--- src/rtl/if_id_stage.sv ---
// IF stage with an IF/ID pipeline register. Fetches one word at a time from an
// acknowledged instruction memory, honouring stall and branch-redirect requests.
module if_id_stage #(
  parameter logic [31:0] RESET_PC  = 32'h0000_0000,
  parameter logic [31:0] NOP_INSTR = 32'h0000_0013
) (
  input  logic        clk,
  input  logic        rst_n,
  input  logic        PCwrite,
  input  logic        IF_IDwrite,
  input  logic        branch_taken,
  input  logic [31:0] branch_target,
  output logic        imem_req,
  output logic [31:0] imem_addr,
  input  logic        imem_ack,
  input  logic [31:0] imem_rdata,
  output logic [31:0] if_id_pc,
  output logic [31:0] if_id_instr,
  output logic        if_id_valid,
  output logic [15:0] stall_count
);

  typedef enum logic [1:0] {StFetch, StHold, StDiscard} state_e;

  state_e      state_q, state_d;
  logic        started_q;
  logic [31:0] pc_q, pc_d;
  logic [31:0] old_addr_q, old_addr_d;
  logic [31:0] hold_q, hold_d;
  logic [31:0] ifid_pc_q, ifid_pc_d;
  logic [31:0] ifid_instr_q, ifid_instr_d;
  logic        ifid_valid_q, ifid_valid_d;
  logic [15:0] stall_q, stall_d;

  // The first cycle after reset release is idle so a stale ack cannot be taken.
  assign imem_req    = started_q && (state_q != StHold);
  assign imem_addr   = (state_q == StDiscard) ? old_addr_q : pc_q;
  assign if_id_pc    = ifid_pc_q;
  assign if_id_instr = ifid_instr_q;
  assign if_id_valid = ifid_valid_q;
  assign stall_count = stall_q;

  always_comb begin
    state_d      = state_q;
    pc_d         = pc_q;
    old_addr_d   = old_addr_q;
    hold_d       = hold_q;
    ifid_pc_d    = ifid_pc_q;
    ifid_instr_d = ifid_instr_q;
    ifid_valid_d = ifid_valid_q;
    stall_d      = stall_q;

    if (!IF_IDwrite && !branch_taken && (stall_q != 16'hFFFF)) begin
      stall_d = stall_q + 16'd1;
    end

    if (started_q) begin
      if (branch_taken) begin
        pc_d         = branch_target;
        ifid_pc_d    = branch_target;
        ifid_instr_d = NOP_INSTR;
        ifid_valid_d = 1'b0;
        unique case (state_q)
          StFetch: begin
            // Request still in flight: keep presenting the old address until it completes.
            if (!imem_ack) begin
              state_d    = StDiscard;
              old_addr_d = pc_q;
            end
          end
          StHold:    state_d = StFetch;
          StDiscard: if (imem_ack) state_d = StFetch;
          default:   state_d = StFetch;
        endcase
      end else begin
        unique case (state_q)
          StFetch: begin
            if (imem_ack) begin
              if (IF_IDwrite) begin
                ifid_pc_d    = pc_q;
                ifid_instr_d = imem_rdata;
                ifid_valid_d = 1'b1;
                if (PCwrite) pc_d = pc_q + 32'd4;
              end else begin
                hold_d  = imem_rdata;
                state_d = StHold;
              end
            end else if (IF_IDwrite) begin
              ifid_pc_d    = pc_q;
              ifid_instr_d = NOP_INSTR;
              ifid_valid_d = 1'b0;
            end
          end
          StHold: begin
            if (IF_IDwrite) begin
              ifid_pc_d    = pc_q;
              ifid_instr_d = hold_q;
              ifid_valid_d = 1'b1;
              if (PCwrite) pc_d = pc_q + 32'd4;
              state_d = StFetch;
            end
          end
          StDiscard: if (imem_ack) state_d = StFetch;
          default:   state_d = StFetch;
        endcase
      end
    end
  end

  always_ff @(posedge clk or negedge rst_n) begin
    if (!rst_n) begin
      state_q      <= StFetch;
      started_q    <= 1'b0;
      pc_q         <= RESET_PC;
      old_addr_q   <= RESET_PC;
      hold_q       <= 32'h0;
      ifid_pc_q    <= 32'h0;
      ifid_instr_q <= NOP_INSTR;
      ifid_valid_q <= 1'b0;
      stall_q      <= 16'h0;
    end else begin
      state_q      <= state_d;
      started_q    <= 1'b1;
      pc_q         <= pc_d;
      old_addr_q   <= old_addr_d;
      hold_q       <= hold_d;
      ifid_pc_q    <= ifid_pc_d;
      ifid_instr_q <= ifid_instr_d;
      ifid_valid_q <= ifid_valid_d;
      stall_q      <= stall_d;
    end
  end

endmodule

--- config.mk ---
export PLATFORM = sky130hd
export DESIGN_NAME = if_id_stage
export DESIGN_NICKNAME = d
export VERILOG_FILES = /design/src/rtl/if_id_stage.sv
export SDC_FILE = /design/constraint.sdc
export NUM_CORES = 1
export LEC_CHECK = 0
export ABC_AREA = 1
export ABC_CLOCK_PERIOD_IN_PS = 4440
export BUFFER_PORTS_ARGS = -buffer_cell sky130_fd_sc_hd__clkbuf_2
export CORE_ASPECT_RATIO = 1.5
export CORE_UTILIZATION = 40
export CTS_CLUSTER_DIAMETER = 150
export DETAILED_ROUTE_END_ITERATION = 10
export PLACE_DENSITY = 0.61
export SLEW_MARGIN = 15
export SYNTH_ARGS = -nofsm -noshare
export SYNTH_HDL_FRONTEND = slang
export SYNTH_SLANG_ARGS = --single-unit
--- constraint.sdc ---
create_clock -name clk -period 4.44 [get_ports clk]
set_input_delay 0.444 -clock clk [delete_from_list [all_inputs] [get_ports clk]]
set_output_delay 0.444 -clock clk [all_outputs]
set_load 0.01 [all_outputs]
# --- Word level (Yosys, flattened, before mapping) ---
# Index checks and enable logic that the tools add are counted.
word_totals:
  ff_bits: 180
  input_bits: 70
  output_inout_bits: 114
  wordCells: 69
op_classes:
  addsub: 2
  n_eq_ne: 10
  muxes: 28
  bitwise_logic: 3
  n_reduce_logical: 17
ops:
  columns: ["op", "count"]
  rows:
  - ["$mux 32", 13]
  - ["$pmux 32 s2", 2]
  - ["$add 32x3->32 const B", 1]
  - ["$add 16x1->16 const B", 1]
  - ["$ne 16x16->1 const B", 1]
  - ["$ne 3x3->1 const B", 5]
  - ["$mux 2", 6]
  - ["$reduce_and 5->1", 2]
  - ["$reduce_and 3->1", 3]
  - ["$reduce_and 4->1", 2]
  - ["$pmux 2 s3", 1]
  - ["$mux 1", 4]
  - ["$ne 4x4->1 const B", 1]
  - ["$pmux 2 s2", 1]
  - ["$reduce_bool 2->1", 2]
  - ["$logic_and 1x1->1", 3]
  - ["$not 1->1", 3]
  - ["$reduce_bool 3->1", 1]
  - ["$eq 2x1->1 const B", 1]
  - ["$eq 2x2->1 const B", 1]
  - ["$logic_not 1->1", 2]
  - ["$logic_not 2->1", 1]
  - ["$ne 2x1->1 const B", 1]
  - ["$pmux 1 s2", 1]
  - ["$reduce_or 2->1", 1]

# --- Logic depth before layout (Yosys ltp) ---
logic_depth:
  ltp_word: 6
  ltp_mapped: 11
  ltp_nobuf: 10

# --- Worst setup path after synthesis ---
# OpenSTA, ideal clock, no wires.
synth_path:
  path_type: "reg-to-output"
  from: "register state_q[1]"
  to: "output port imem_addr[13]"
  arrival_ns: 1.277
  required_time_ns: 3.996
  path_slack_ns: 2.719
  stages_incl_launch_ff: 6
  n_path_buf: 2
  cell_sequence: "dfrtp_1 -> nand2_1 -> buf_2 -> buf_1 -> nor2_1 -> a21oi_1"
synth_via:
  elab_chain_len: 2
synth_rtl:
  columns: ["item", "line", "source"]
  rows:
  - ["start, declared", "25", "state_e state_q, state_d;"]
  - ["start signal, assigned", "112", "state_q <= StFetch;"]
  - ["start signal, assigned", "122", "state_q <= state_d;"]
  - ["$eq 2x2->1", "37", "assign imem_addr = (state_q == StDiscard) ? old_addr_q : pc_q;"]
  - ["$mux 32", "37", null]
  - ["end, declared", "14", "output logic [31:0] imem_addr,"]
# Every way passes these cells.

# --- Final worst setup path ---
layout_path:
  from: "register state_q[1]"
  to: "output port imem_addr[2]"
# Same word-level chain as after synthesis.

==> impl_metrics.csv <==
group,metric,value,unit
sta,finalCriticalPeriod,2690,ps
floorplanning,rows,66,
hold_path,hold_path_class,"input pin to asynchronous set/reset pin",
route,wl_per_cell,15.0,um
layout,final_cell_mix,"nand2_1 (395), clkbuf_2 (182), dfrtp_1 (177)",
worst_setup_path,cp_slowest_cell,"buf_4",
sta,fin_skew,10.9,ps
worst_setup_path,r2r_cells,5,
logic_synthesis,ys_types,40,
global_route,antenna_found_initial,1,
placed_design,pre_cts_ws,1830,ps
sta,timing.final.ws_setup,1750,ps
route,first_pass_iters,5,
worst_setup_path,reg2reg_from,"state_q[1]$_DFFE_PN0P_",
logic_synthesis,syn_area,8970,um^2
route,vias,7969,
power,power-per-cell-area,625,nW/um^2
logic_synthesis,avgSynthCellArea,7.76,um^2
worst_setup_path,timing.reg2reg.setup_slack,2040,ps
placed_design,hpwlAfterDp,16700,um
layout,nNetsFinal,1377,
route,routed_wl,23900,um
worst_setup_path,critPathMaxFanout,48,
worst_setup_path,critical_path_buf_inv_count,2,
logic_synthesis,synthTopCellsByArea,"dfrtp_1 (49%), nand2_1 (17%), o21ai_0 (8.2%)",
clock_network,cts.sinks,180,
sta,slew_headroom,0.300,
layout,num_antenna_cells,0,
worst_setup_path,startpoint_type,"flop",
floorplanning,fp.dieW,124,um
clock_network,insertion_delay,440,ps
worst_setup_path,crit_path_end_kind,"primary output",
global_route,grt.total_usage,0.211,
global_route,grt_pass1_wl,38500,um
sta,drv_slew,0,
clock_network,postCtsSetupBuffers,0,
sta,fmax,0.372,GHz
route,drt-initial-drc-count,446,
clock_network,hold_buffers,0,
sta,finalSetupViolCount,0,
route,route.detailed.drc,0,
floorplanning,die_area,23000,um^2
floorplanning,start_util,0.412,
clock_network,cts_resized,0,
floorplanning,placeableCoreArea,21800,um^2
worst_setup_path,worstPathArrival,2240,ps
layout,drive_gt1_frac,0.187,
global_route,grt_max_degree,100,
clock_network,clk_root_buffer_cell,"clkbuf_16",
clock_network,tritoncts,"built",
worst_setup_path,path_cells,"nand2_2 > buf_4 > nor2_1 > a21oi_1 > clkbuf_2",
logic_synthesis,synth_nets,1228,
placed_design,gp_congestion,0.854,
global_route,grt_pass1_vias,7409,
worst_setup_path,critical_path.max_stage_delay,510,ps
layout,final_common_cell,"nand2_1",
sta,final_hold_viol_count,0,
status,status,"complete, no violations",
sta,worst_slew_pin_slew,1050,ps
logic_synthesis,ys_warn_count,0,
sta,finalCritPeriodShare,0.606,
route,ant_nets,0,
worst_setup_path,worstPathRequired,4000,ps
worst_setup_path,crit_type,"flop to primary output",
sta,hold_ws,27.4,ps
power,vdd_ir_drop_max,0.000313,V
clock_network,cts.clk_slew.worst_paths,70,ps
clock_network,htree_levels,4,
global_route,overflow,0,
clock_network,clockBufferDepth,2,
logic_synthesis,ys_seq_area_frac,0.503,
power,power.total,6.63,mW
logic_synthesis,netlist_instances,1156,
placed_design,numPortBuffers,183,
worst_setup_path,r2r_end,"if_id_instr[0]$_DFFE_PN1P_",
floorplanning,die_h,185,um
logic_synthesis,synth_top_area_cell,"dfrtp_1",
layout,fillers,2225,
sta,grt_setup_unrepaired,"false",
worst_setup_path,crit_family,"buffers and inverters",
layout,multi_input_area,3790,um^2
route,viasPerCell,5.01,
logic_synthesis,synth_top_area_share,0.494,
clock_network,numCtsBuffers,17,
sta,timing.setup.tns,0,ps
layout,synthToLayoutAreaGrowth,18.4,%
run,cap_violations,0,
floorplanning,io_pins,184,
layout,seq_area,4510,um^2
logic_synthesis,ys_ff_latch,180,
power,leakage,5.43,nW
logic make-up after synthesis:
| logic type | synth area share |
|---|---|
| xor+xnor | 0.0117 |
| mux | 0.00502 |
| buf+inv | 0.0762 |
| flops | 0.503 |
| simple gates | 0.250 |
| compound gates | 0.151 |
| other cells | 0.000418 |
| fa+ha+maj | 0.00279 |
final cells by class:
class                      instances  area share
tap                              272      0.0320
clock buffer                      23      0.0450
timing repair buffer             189      0.0925
multi-input combinational        818       0.357
sequential                       180       0.425
clock inverter                     9      0.0133
inverter                          99      0.0357
worst max-delay path by stage:
| stage | start | to | slack [ps] | cells past startpoint |
|---|---|---|---|---|
| after floorplan | state_q[1]$_DFFE_PN0P_ | imem_addr[13] | 2720 | 5 |
| after global placement | branch_taken | if_id_instr[0]$_DFFE_PN1P_ | 1860 | 7 |
| after detailed placement | branch_taken | if_id_instr[4]$_DFFE_PN1P_ | 1830 | 7 |
| after CTS | state_q[1]$_DFFE_PN0P_ | imem_addr[2] | 1680 | 5 |
| after global routing | state_q[0]$_DFFE_PN0P_ | imem_addr[2] | 1520 | 6 |
| final | state_q[1]$_DFFE_PN0P_ | imem_addr[2] | 1750 | 5 |
synth_stat cells, drive strengths merged:
master / number
dfstp: 3
mux2: 4
xor2: 7
inv: 99
a21oi: 41
dfrtp: 177
nor3: 12
ha: 2
o22ai: 1
nor2: 85
nand4: 14
o31ai: 1
a31oi: 3
buf: 36
nand3b: 1
xnor2: 5
o21bai: 1
nand3: 36
conb: 1
o21a: 3
o21ai: 170
clkbuf: 23
o211ai: 31
nand2: 400
metal layers:
metal | vias up | global-route usage | routed length, um
met2 | 195 | 0.364 | 12100
met1 | 3706 | 0.259 | 10200
met4 | 2 | 0.0742 | 489
li1 | 4033 | - | -
met5 | - | 0 | 12
met3 | 33 | 0.0474 | 1130
flip-flops by register name, indices dropped and copies added, names as in the netlist, 2 cells and up:
register     flops
hold_q          32
if_id_instr     32
if_id_pc        32
old_addr_q      32
pc_q            32
stall_count     16
state_q          2
report_power, final:
part	total (mW)	switching [mW]	internal, mW
clock	1.60	0.656	0.939
combinational	2.32	1.48	0.837
sequential	2.72	0.444	2.27
through the flow:
step / instances / cell area [um^2] / utilization
final: 1590 / 10600 / 0.487
after global routing: 1590 / 10600 / 0.487
after CTS: 1590 / 10600 / 0.487
after detailed placement: 1558 / 10000 / 0.459
after global placement: 1558 / 10000 / 0.459
after floorplan: 1156 / 8970 / -
Note: power is estimated with default switching activity, not from simulation.
